## src/rtl/reg_pipe_pkg.sv

```systemverilog
`default_nettype none
// ============================================================================
// Module   : reg_pipe_pkg
// Brief    : Shared constants and helpers for the reg_pipe_vr elastic pipeline.
// Revision : 1.0 - initial release
// ============================================================================
package reg_pipe_pkg;

  localparam logic RESET_ACTIVE = 1'b0;

  // Widest payload the parity helper accepts; callers zero-extend into it.
  localparam int PAR_MAX_W = 1024;

  function automatic int cnt_w(input int depth);
    return $clog2(depth + 1);
  endfunction

  function automatic logic even_par(input logic [PAR_MAX_W-1:0] bits);
    return ^bits;
  endfunction

endpackage
`default_nettype wire

```

## src/rtl/reg_pipe_stage.sv

```systemverilog
`default_nettype none
// ============================================================================
// Module   : reg_pipe_stage
// Brief    : One elastic register stage (valid + data, parity bit when
//            REG_PIPE_PARITY_EN is defined).
// Revision : 1.0 - initial release
// ============================================================================
module reg_pipe_stage
  import reg_pipe_pkg::*;
#(
  parameter int WIDTH = 8
) (
  input  logic             clk,
  input  logic             reset_n,
  input  logic             i_load,
  input  logic             i_adv_out,
  input  logic             i_flush,
  input  logic [WIDTH-1:0] i_data,
`ifdef REG_PIPE_PARITY_EN
  input  logic             i_par,
  output logic             o_par,
`endif
  output logic             o_valid,
  output logic [WIDTH-1:0] o_data,
  output logic             o_adv
);

  logic             r_valid;
  logic [WIDTH-1:0] r_data;
`ifdef REG_PIPE_PARITY_EN
  logic             r_par;
`endif

  // i_adv_out means the downstream slot can take a beat this cycle.
  assign o_adv   = r_valid & i_adv_out;
  assign o_valid = r_valid;
  assign o_data  = r_data;
`ifdef REG_PIPE_PARITY_EN
  assign o_par   = r_par;
`endif

  always_ff @(posedge clk) begin
    if (reset_n == RESET_ACTIVE) begin
      r_valid <= 1'b0;
      r_data  <= '0;
`ifdef REG_PIPE_PARITY_EN
      r_par   <= 1'b0;
`endif
    end else begin
      if (i_flush) begin
        r_valid <= 1'b0;
      end else if (i_load) begin
        r_valid <= 1'b1;
      end else if (o_adv) begin
        r_valid <= 1'b0;
      end
      if (i_load) begin
        r_data <= i_data;
`ifdef REG_PIPE_PARITY_EN
        r_par  <= i_par;
`endif
      end
    end
  end

endmodule
`default_nettype wire

```

## src/rtl/reg_pipe_vr.sv

```systemverilog
`default_nettype none
// ============================================================================
// Module   : reg_pipe_vr
// Brief    : WIDTH x DEPTH elastic register pipeline with valid/ready,
//            bubble collapsing, flush and occupancy count. Optional sticky
//            parity check enabled by REG_PIPE_PARITY_EN.
// Revision : 1.0 - initial release
// ============================================================================
module reg_pipe_vr
  import reg_pipe_pkg::*;
#(
  parameter int WIDTH = 8,
  parameter int DEPTH = 4
) (
  input  logic                      clk,
  input  logic                      reset_n,
  input  logic                      io_in_valid,
  output logic                      io_in_ready,
  input  logic [WIDTH-1:0]          io_in_bits,
  output logic                      io_out_valid,
  input  logic                      io_out_ready,
  output logic [WIDTH-1:0]          io_out_bits,
  input  logic                      io_flush,
`ifdef REG_PIPE_PARITY_EN
  output logic                      io_par_err,
`endif
  output logic [cnt_w(DEPTH)-1:0]   io_count
);

  localparam int c_cnt_w = cnt_w(DEPTH);

  logic [DEPTH-1:0]   w_valid;
  logic [DEPTH-1:0]   w_adv;
  logic [DEPTH-1:0]   w_space;
  logic [WIDTH-1:0]   w_data [DEPTH];
  logic               w_in_fire;
  logic               w_out_fire;
  logic [c_cnt_w-1:0] w_count_nxt;
  logic [c_cnt_w-1:0] r_count;
`ifdef REG_PIPE_PARITY_EN
  logic [DEPTH-1:0]   w_par;
  logic               w_in_par;
  logic               r_par_err;
`endif

  // Ready is combinational from the advance chain: no skid storage.
  assign io_in_ready  = (reset_n != RESET_ACTIVE) & ~io_flush & (~w_valid[0] | w_adv[0]);
  assign w_in_fire    = io_in_valid & io_in_ready;
  assign w_out_fire   = w_adv[DEPTH-1];
  assign io_out_valid = w_valid[DEPTH-1];
  assign io_out_bits  = w_data[DEPTH-1];
  assign io_count     = r_count;
`ifdef REG_PIPE_PARITY_EN
  assign w_in_par     = even_par(PAR_MAX_W'(io_in_bits));
  assign io_par_err   = r_par_err;
`endif

  for (genvar s = 0; s < DEPTH; s++) begin : g_stage
    logic             w_load;
    logic [WIDTH-1:0] w_up_data;
`ifdef REG_PIPE_PARITY_EN
    logic             w_up_par;
`endif

    if (s == 0) begin : g_first
      assign w_load    = w_in_fire;
      assign w_up_data = io_in_bits;
`ifdef REG_PIPE_PARITY_EN
      assign w_up_par  = w_in_par;
`endif
    end else begin : g_rest
      assign w_load    = w_adv[s-1];
      assign w_up_data = w_data[s-1];
`ifdef REG_PIPE_PARITY_EN
      assign w_up_par  = w_par[s-1];
`endif
    end

    // A slot has room if it is empty or is itself draining this cycle.
    if (s == DEPTH - 1) begin : g_last
      assign w_space[s] = io_out_ready;
    end else begin : g_inner
      assign w_space[s] = ~w_valid[s+1] | w_adv[s+1];
    end

    reg_pipe_stage #(
      .WIDTH (WIDTH)
    ) u_stage (
      .clk       (clk),
      .reset_n   (reset_n),
      .i_load    (w_load),
      .i_adv_out (w_space[s]),
      .i_flush   (io_flush),
      .i_data    (w_up_data),
`ifdef REG_PIPE_PARITY_EN
      .i_par     (w_up_par),
      .o_par     (w_par[s]),
`endif
      .o_valid   (w_valid[s]),
      .o_data    (w_data[s]),
      .o_adv     (w_adv[s])
    );
  end

  assign w_count_nxt = r_count + c_cnt_w'(w_in_fire) - c_cnt_w'(w_out_fire);

  always_ff @(posedge clk) begin
    if (reset_n == RESET_ACTIVE || io_flush) begin
      r_count <= '0;
    end else begin
      r_count <= w_count_nxt;
    end
  end

`ifdef REG_PIPE_PARITY_EN
  // Sticky until reset; flush intentionally leaves it alone.
  always_ff @(posedge clk) begin
    if (reset_n == RESET_ACTIVE) begin
      r_par_err <= 1'b0;
    end else if (w_out_fire && (even_par(PAR_MAX_W'(io_out_bits)) != w_par[DEPTH-1])) begin
      r_par_err <= 1'b1;
    end
  end
`endif

endmodule
`default_nettype wire
```

## config.mk

```make
export PLATFORM = sky130hd
export DESIGN_NAME = reg_pipe_vr
export DESIGN_NICKNAME = d
export VERILOG_FILES = /design/src/rtl/reg_pipe_pkg.sv /design/src/rtl/reg_pipe_stage.sv /design/src/rtl/reg_pipe_vr.sv
export SDC_FILE = /design/constraint.sdc
export NUM_CORES = 1
export LEC_CHECK = 0
export CORE_ASPECT_RATIO = 2
export CORE_MARGIN = 1.5
export CORE_UTILIZATION = 55
export CTS_CLUSTER_DIAMETER = 50
export DETAILED_ROUTE_END_ITERATION = 7
export DONT_BUFFER_PORTS = 1
export PLACE_DENSITY = 0.75
export SKIP_CTS_REPAIR_TIMING = 1
export SYNTH_ARGS = -nofsm -noshare
export SYNTH_HDL_FRONTEND = slang
export SYNTH_SLANG_ARGS = --single-unit
```

## constraint.sdc

```tcl
create_clock -name clk -period 2.43 [get_ports clk]
set_clock_uncertainty 0.15 [all_clocks]
set_input_delay 0.6075 -clock clk [delete_from_list [all_inputs] [get_ports clk]]
set_output_delay 0.6075 -clock clk [all_outputs]
set_load 0.1 [all_outputs]
```

==> results of run 1 <==
## layer usage
layer,GRT usage [%],up-vias,routed length [µm]
li1,-,643,-
met2,42.66,23,1839
met5,0,-,0
met1,20.69,607,1162
met4,12.58,0,85
met3,4.270,8,108
## worst paths after layout
kind	start	end	slack [ns]	depth (start not counted)
max	g_stage[0].u_stage.o_valid$_SDFFE_PP0P_	io_count[1]$_SDFF_PP0_	0.28	9
min	g_stage[1].u_stage.o_data[4]$_SDFFE_PN0P_	g_stage[2].u_stage.o_data[4]$_SDFFE_PN0P_	0.31	2
max reg2reg	g_stage[0].u_stage.o_valid$_SDFFE_PP0P_	io_count[1]$_SDFF_PP0_	0.28	9
min reg2reg	g_stage[1].u_stage.o_data[4]$_SDFFE_PN0P_	g_stage[2].u_stage.o_data[4]$_SDFFE_PN0P_	0.31	2
## state kept, by name, summed over array words and instances (netlist names)
name                     flops
g_stage.u_stage.o_data      32
g_stage.u_stage.o_valid      4
io_count                     3
## worst reg2reg max path: stages, from the launching register on
cell     delay, ns
dfxtp_1       0.37
and3_1        0.25
a21oi_4       0.14
nand2_1       0.08
ha_1          0.28
inv_2         0.07
ha_4          0.12
inv_2         0.03
fa_2          0.52
nor2_1        0.04
## cell families (layout without fill, tap and decap cells)
logic type	after synthesis	in the layout	share of synthesized area [%]
AND/OR/NAND/NOR	55	55	15.15
AO/OA/AOI/OAI	39	39	17.83
flip-flops	39	39	47.74
buffers and inverters	19	31	5.661
multiplexers	16	16	9.793
adder cells (fa/ha/maj)	3	3	2.754
XOR/XNOR	2	2	1.071
## power by group through the flow
stage	clock, mW	sequential (mW)	combinational (mW)
floorplan	0	0.670	0.0522
global placement	0	0.667	0.0495
detailed placement	0	0.667	0.0516
CTS	0.652	0.652	0.0522
global route	0.678	0.653	0.0561
finish	0.638	0.653	0.0521
## synthesized netlist by cell type, drive strengths merged
master and instances:
dfxtp 39, nand2 26, nand3 17, mux2i 16, a21oi 12, o21ai 10, o2111ai 8, o221ai 8
buf 7, clkbuf 7, nor2 6, inv 5, ha 2, nand2b 2, nor2b 2, a31oi 1
and2 1, and3 1, fa 1, xnor2 1, xor2 1
## metrics by stage
step	area (µm²)	TNS [ns]	hold WS (ns)	util (%)
after floorplan	1694	-0.8235	0.2884	-
after global placement	1770	0	0.2973	63.14
after detailed placement	1770	0	0.3077	63.14
after CTS	1906	0	0.3031	67.96
after global routing	1906	0	0.3141	67.96
final	1906	0	0.3123	67.96
## cell type report
cell class                 instances  area, µm²
clock buffer                       5      68.82
clock inverter                     3      66.31
fill                             242      898.4
inverter                           5      18.77
multi-input combinational        115      795.8
sequential                        39      784.5
tap                               29      36.28
timing repair buffer              18      135.1
==> reports/qor.txt, run 1 <==
Number of placed cells counting well taps: 206
Switching Share: 19.82%
Std cell rows: 27
Final Instance Count excl. Fillers: 214
Total nets after synthesis: 189
Port-buffer cells: 0
Crit path buffers/inverters: 2
Starting density of the core: 58.32%
Fin nets: 200
Iteration-0 DRC Markers: 31
Detailed-route via count: 1281
Number of global-route vias before repair: 1265
Post-synth top area cell: dfxtp_1
Number of storage elements in the synthesis netlist: 39
Antenna fix cells: 0
Worst path cell trace: and3_1 > a21oi_4 > nand2_1 > ha_1 > inv_2 > ha_4 > inv_2 > fa_2 > nor2_1
Number of buffers inserted during clock tree synthesis: 5
Leakage dissipation: 0.7731 nW
Total Routing Usage GR: 22.13%
Internal power: 1.077 mW
Total power: 1.343 mW
Die W: 41.56 µm
Vias per cell: 5.986
Result of the run: completed
Y dimension of the die: 80.12 µm
Die footprint: 3329 µm²
Finish-stage setup viols: 0
Dpl hpwl: 2.334 mm
Max rail drop VDD: 0.6260 mV
Number of antenna violations at the first check in global routing: 0
Synth unique cells: 28
Worst relative slew slack: 62.72%
Net load switching power: 266.1 µW
Count of pins over their slew limit: 0
Relative contribution of the clock network to total power: 47.5%
Routed WL per cell: 14.93 µm
Clock slew at the register clock pins of the worst setup and hold paths: 0.08 ns
Synthesized instance count: 173
Register area share after synthesis: 47.74%
Fraction of synthesized cell area taken by the top area cell type: 47.74%
Cell types with the largest area share after synthesis: dfxtp_1 (48%), mux2i_1 (9.8%), nand2_1 (6.0%), nand3_1 (4.9%), o221ai_1 (4.3%)
Worst path setup slack after routing: 0.2768 ns
Std-Cell Core Area: 2804 µm²
Proportion of power drawn by combinational gates: 3.9%
Most frequent cell on the critical path: inv_2
Kind of start point of the critical path: register
Slew @ Worst Pin: 0.5593 ns
Tightest Hold Check Type: reg -> reg
Antenna viol nets, final: 0
I/O pin cnt: 26
Signed area change from the synthesized netlist to the final layout: 16.53%
Ratio of final minimum period to clock period: 88.61%
Clock network latency to the later pin of the worst-skew pair: 0.29 ns
Max Fclk: 464.4 MHz
Routed wire length: 3.195 mm
Final Critical Period: 2.153 ns
Combined area of all synthesized cells: 1635 µm²
Pin count of the biggest net entering global routing: 43
Most common cell after layout, fill and taps aside: dfxtp_1
Worst Setup End Kind: register
CP max-delay cell: fa_2
Path type of the worst setup path: reg -> reg
CTS tree: done
Hold Fails Final Rpt: 0
Maximum capacitance violations: 0
CTS Buffer Depth: 2
Kind of cell with the highest combined delay on the critical path: adder cells
Power density normalized to cell area: 704.6 nW/µm²
Post-Synthesis Mean Instance Area: 9.453 µm²
Global-route wire length before repair: 5.589 mm
Most frequent cells in the layout: dfxtp_1 (38), nand2_1 (26), buf_4 (18)
Fraction of layout instances using a drive strength above 1: 21.08%
H-tree level count: 2
Count of clock tree sinks: 39
Crit path required time: 2.47 ns
Sequential cell fraction of total power: 48.6%
Largest stage delay, worst path: 0.52 ns
Maximum fanout encountered on the critical timing path: 4
Cell at the root of the clock tree: clkbuf_8
RD Place Congestion: 0.7641
RSZ-0062 raised after global routing: no
Number of optimization iterations in the first detailed-route pass: 4
Remaining global-route overflow: 0
Placement-stage worst setup slack: 0.1213 ns
DRC errors left: 0
Arrival time reported for the critical path endpoint: 2.20 ns
Synth Warn #: 0
(Power assumes the default switching activity.)
==> run 2, diff against run 1 <==
--- a/config.mk
+++ b/config.mk
@@ -5,7 +5,7 @@
 export SDC_FILE = /design/constraint.sdc
 export NUM_CORES = 1
 export LEC_CHECK = 0
-export CORE_ASPECT_RATIO = 2
+export CORE_ASPECT_RATIO = 1.1
 export CORE_MARGIN = 1.5
 export CORE_UTILIZATION = 55
 export CTS_CLUSTER_DIAMETER = 50
==> reports/qor.txt, run 2 (same netlist as run 1, synthesis figures left out) <==
Ratio of final minimum period to clock period: 89.62% (+1.0 points)
Capture instance of the worst register-to-register path: io_count[1]$_SDFF_PP0_
Antenna fix cells: 0 (unchanged)
Most frequent cells in the layout: dfxtp_1 (38), nand2_1 (26), buf_4 (18)
Max Fclk: 459.2 MHz (-1.1%)
Remaining global-route overflow: 0 (unchanged)
Startpoint of the most critical setup path: g_stage[0].u_stage.o_valid$_SDFFE_PP0P_
Std-Cell Core Area: 2803 µm² (about the same)
Antenna viol nets, final: 0 (unchanged)
Detailed-route via count: 1267 (-1.1%)
Final Instance Count excl. Fillers: 218 (+1.9%)
Die footprint: 3310 µm² (-0.58%)
Number of optimization iterations in the first detailed-route pass: 5 (+1)
Die W: 54.99 µm (+32%)
Capturing instance or port of the critical path: io_in_ready
Number of placed cells counting well taps: 210 (+1.9%)
Total Routing Usage GR: 22.19% (+0.054 points)
Largest stage delay, worst path: 0.38 ns (-0.14 ns)
Result of the run: completed
CTS Buffer Depth: 2 (unchanged)
Most common cell after layout, fill and taps aside: dfxtp_1
Number of buffers inserted during clock tree synthesis: 5 (unchanged)
RSZ-0062 raised after global routing: no
CP max-delay cell: dfxtp_1
Switching Share: 23.01% (+3.2 points)
Crit. path cell count: 3 (-6)
Fin nets: 200 (unchanged)
Routed wire length: 2.958 mm (-7.4%)
Cell at the root of the clock tree: clkbuf_4
Y dimension of the die: 60.19 µm (-25%)
Iteration-0 DRC Markers: 41 (+32%)
Crit path buffers/inverters: 1 (-1)
Flip-flop count of the largest register after layout: 32 (unchanged)
Vias per cell: 5.812 (-2.9%)
Proportion of power drawn by combinational gates: 4.8% (+0.9 points)
DRC errors left: 0 (unchanged)
Signed area change from the synthesized netlist to the final layout: 12.47%
H-tree level count: 2 (unchanged)
Kind of start point of the critical path: register
Power density normalized to cell area: 572.1 nW/µm² (-19%)
Maximum fanout encountered on the critical timing path: 4 (unchanged)
Crit path required time: 1.67 ns (-0.80 ns)
Kind of cell with the highest combined delay on the critical path: flip-flops
Port-buffer cells: 0 (unchanged)
Path type of the worst setup path: reg -> out
Number of global-route vias before repair: 1202 (-5.0%)
Finish-stage setup viols: 0 (unchanged)
Fraction of layout instances using a drive strength above 1: 20.54% (-0.54 points)
Internal power: 810.1 µW (-25%)
Startpoint of the worst-slack reg-to-reg timing path: g_stage[0].u_stage.o_valid$_SDFFE_PP0P_
Clock slew at the register clock pins of the worst setup and hold paths: 0.12 ns (+0.04 ns)
Arrival time reported for the critical path endpoint: 1.42 ns (-0.78 ns)
Tightest Hold Check Type: in -> reg
Max rail drop VDD: 0.5758 mV (-8.0%)
Maximum capacitance violations: 0 (unchanged)
Pin count of the biggest net entering global routing: 43 (unchanged)
Leakage dissipation: 0.7399 nW (-4.3%)
Net load switching power: 242.2 µW (-9.0%)
CTS tree: done
Clock network latency to the later pin of the worst-skew pair: 0.34 ns (+0.05 ns)
Fillers: 249 (+2.9%)
Routed WL per cell: 13.57 µm (-9.1%)
Final Critical Period: 2.178 ns (+0.02462 ns)
RD Place Congestion: 0.7559 (-1.1%)
Starting density of the core: 58.35% (about the same)
Dpl hpwl: 2.192 mm (-6.1%)
Slew @ Worst Pin: 0.6389 ns (+0.07962 ns)
R2R setup slack: 0.30 ns (+0.02 ns)
Global-route wire length before repair: 5.154 mm (-7.8%)
Hold Fails Final Rpt: 0 (unchanged)
Worst Setup End Kind: output port
Number of antenna violations at the first check in global routing: 0 (unchanged)
Count of pins over their slew limit: 0 (unchanged)
Count of clock tree sinks: 39 (unchanged)
Reg2reg path depth: 9 (unchanged)
Tightest hold margin: 0.2584 ns (-0.05386 ns)
I/O pin cnt: 26 (unchanged)
Worst path cell trace: and3_1 > a21oi_4 > buf_4
Relative contribution of the clock network to total power: 33.2% (-14 points)
Sequential cell fraction of total power: 62.0% (+13 points)
Std cell rows: 20 (-26%)
Worst relative slew slack: 57.41% (-5.3 points)
[run 2: layout make-up]
cell class / instances / area, µm² / share of cell area (%)
Multi-Input combinational cell: 115 / 795.8 / 43.27
Sequential cell: 39 / 784.5 / 42.65
Timing Repair Buffer: 18 / 135.1 / 7.347
Clock buffer: 7 / 55.05 / 2.993
Tap cell: 33 / 41.29 / 2.245
Inverter: 5 / 18.77 / 1.020
Clock inverter: 1 / 8.758 / 0.4762
[run 2: worst register-to-register path, delay by kind of cell (launching register included)]
kind,cells,cell delay (ns)
buffers and inverters,2,0.10
AOI/OAI and AO/OA,1,0.14
and+or+nand+nor,3,0.36
DFF,1,0.38
adders and majority gates,3,0.89
[run 2: through the flow]
step	setup slack, ns	setup TNS [ns]	util (%)	power, mW	area [µm²]
after floorplan	-0.4256	-0.8235	-	0.7227	1694
after global placement	0.1955	0	63.35	0.7160	1775
after detailed placement	0.1555	0	63.35	0.7184	1775
after CTS	0.2396	0	65.63	1.062	1839
after global routing	0.1736	0	65.63	1.101	1839
final	0.2522	0	65.63	1.052	1839
[run 2: metal layers]
metal	routed length, µm	vias up	GRT usage, %
li1	-	636	-
met1	1242	590	25.16
met2	1504	33	37.07
met3	148	8	8.500
met4	62	0	8.362
met5	0	-	0
[run 2: how the worst min path moves through the flow]
stage	start	end	slack, ns	depth (start not counted)
final	io_in_valid	g_stage[0].u_stage.o_valid$_SDFFE_PP0P_	0.26	2
after CTS	reset_n	g_stage[2].u_stage.o_data[7]$_SDFFE_PN0P_	0.24	2
after global placement	g_stage[2].u_stage.o_data[2]$_SDFFE_PN0P_	g_stage[2].u_stage.o_data[2]$_SDFFE_PN0P_	0.30	2
after global routing	io_in_valid	g_stage[0].u_stage.o_valid$_SDFFE_PP0P_	0.24	2
after detailed placement	g_stage[2].u_stage.o_data[7]$_SDFFE_PN0P_	g_stage[2].u_stage.o_data[7]$_SDFFE_PN0P_	0.31	2
after floorplan	g_stage[2].u_stage.o_data[0]$_SDFFE_PN0P_	g_stage[2].u_stage.o_data[0]$_SDFFE_PN0P_	0.29	2
[run 2: power by group through the flow]
| stage | clock [mW] | sequential (mW) | combinational [mW] |
|---|---|---|---|
| floorplan | 0 | 0.670 | 0.0522 |
| global placement | 0 | 0.667 | 0.0494 |
| detailed placement | 0 | 0.667 | 0.0511 |
| CTS | 0.358 | 0.653 | 0.0512 |
| global route | 0.391 | 0.654 | 0.0557 |
| finish | 0.349 | 0.653 | 0.0506 |
==> run 3, diff against run 2 <==
--- a/config.mk
+++ b/config.mk
@@ -5,6 +5,7 @@
 export SDC_FILE = /design/constraint.sdc
 export NUM_CORES = 1
 export LEC_CHECK = 0
+export CAP_MARGIN = 10
 export CORE_ASPECT_RATIO = 1.1
 export CORE_MARGIN = 1.5
 export CORE_UTILIZATION = 55
==> results of run 3 <==
Final layout, timing and power as in run 2 (identical DEF).
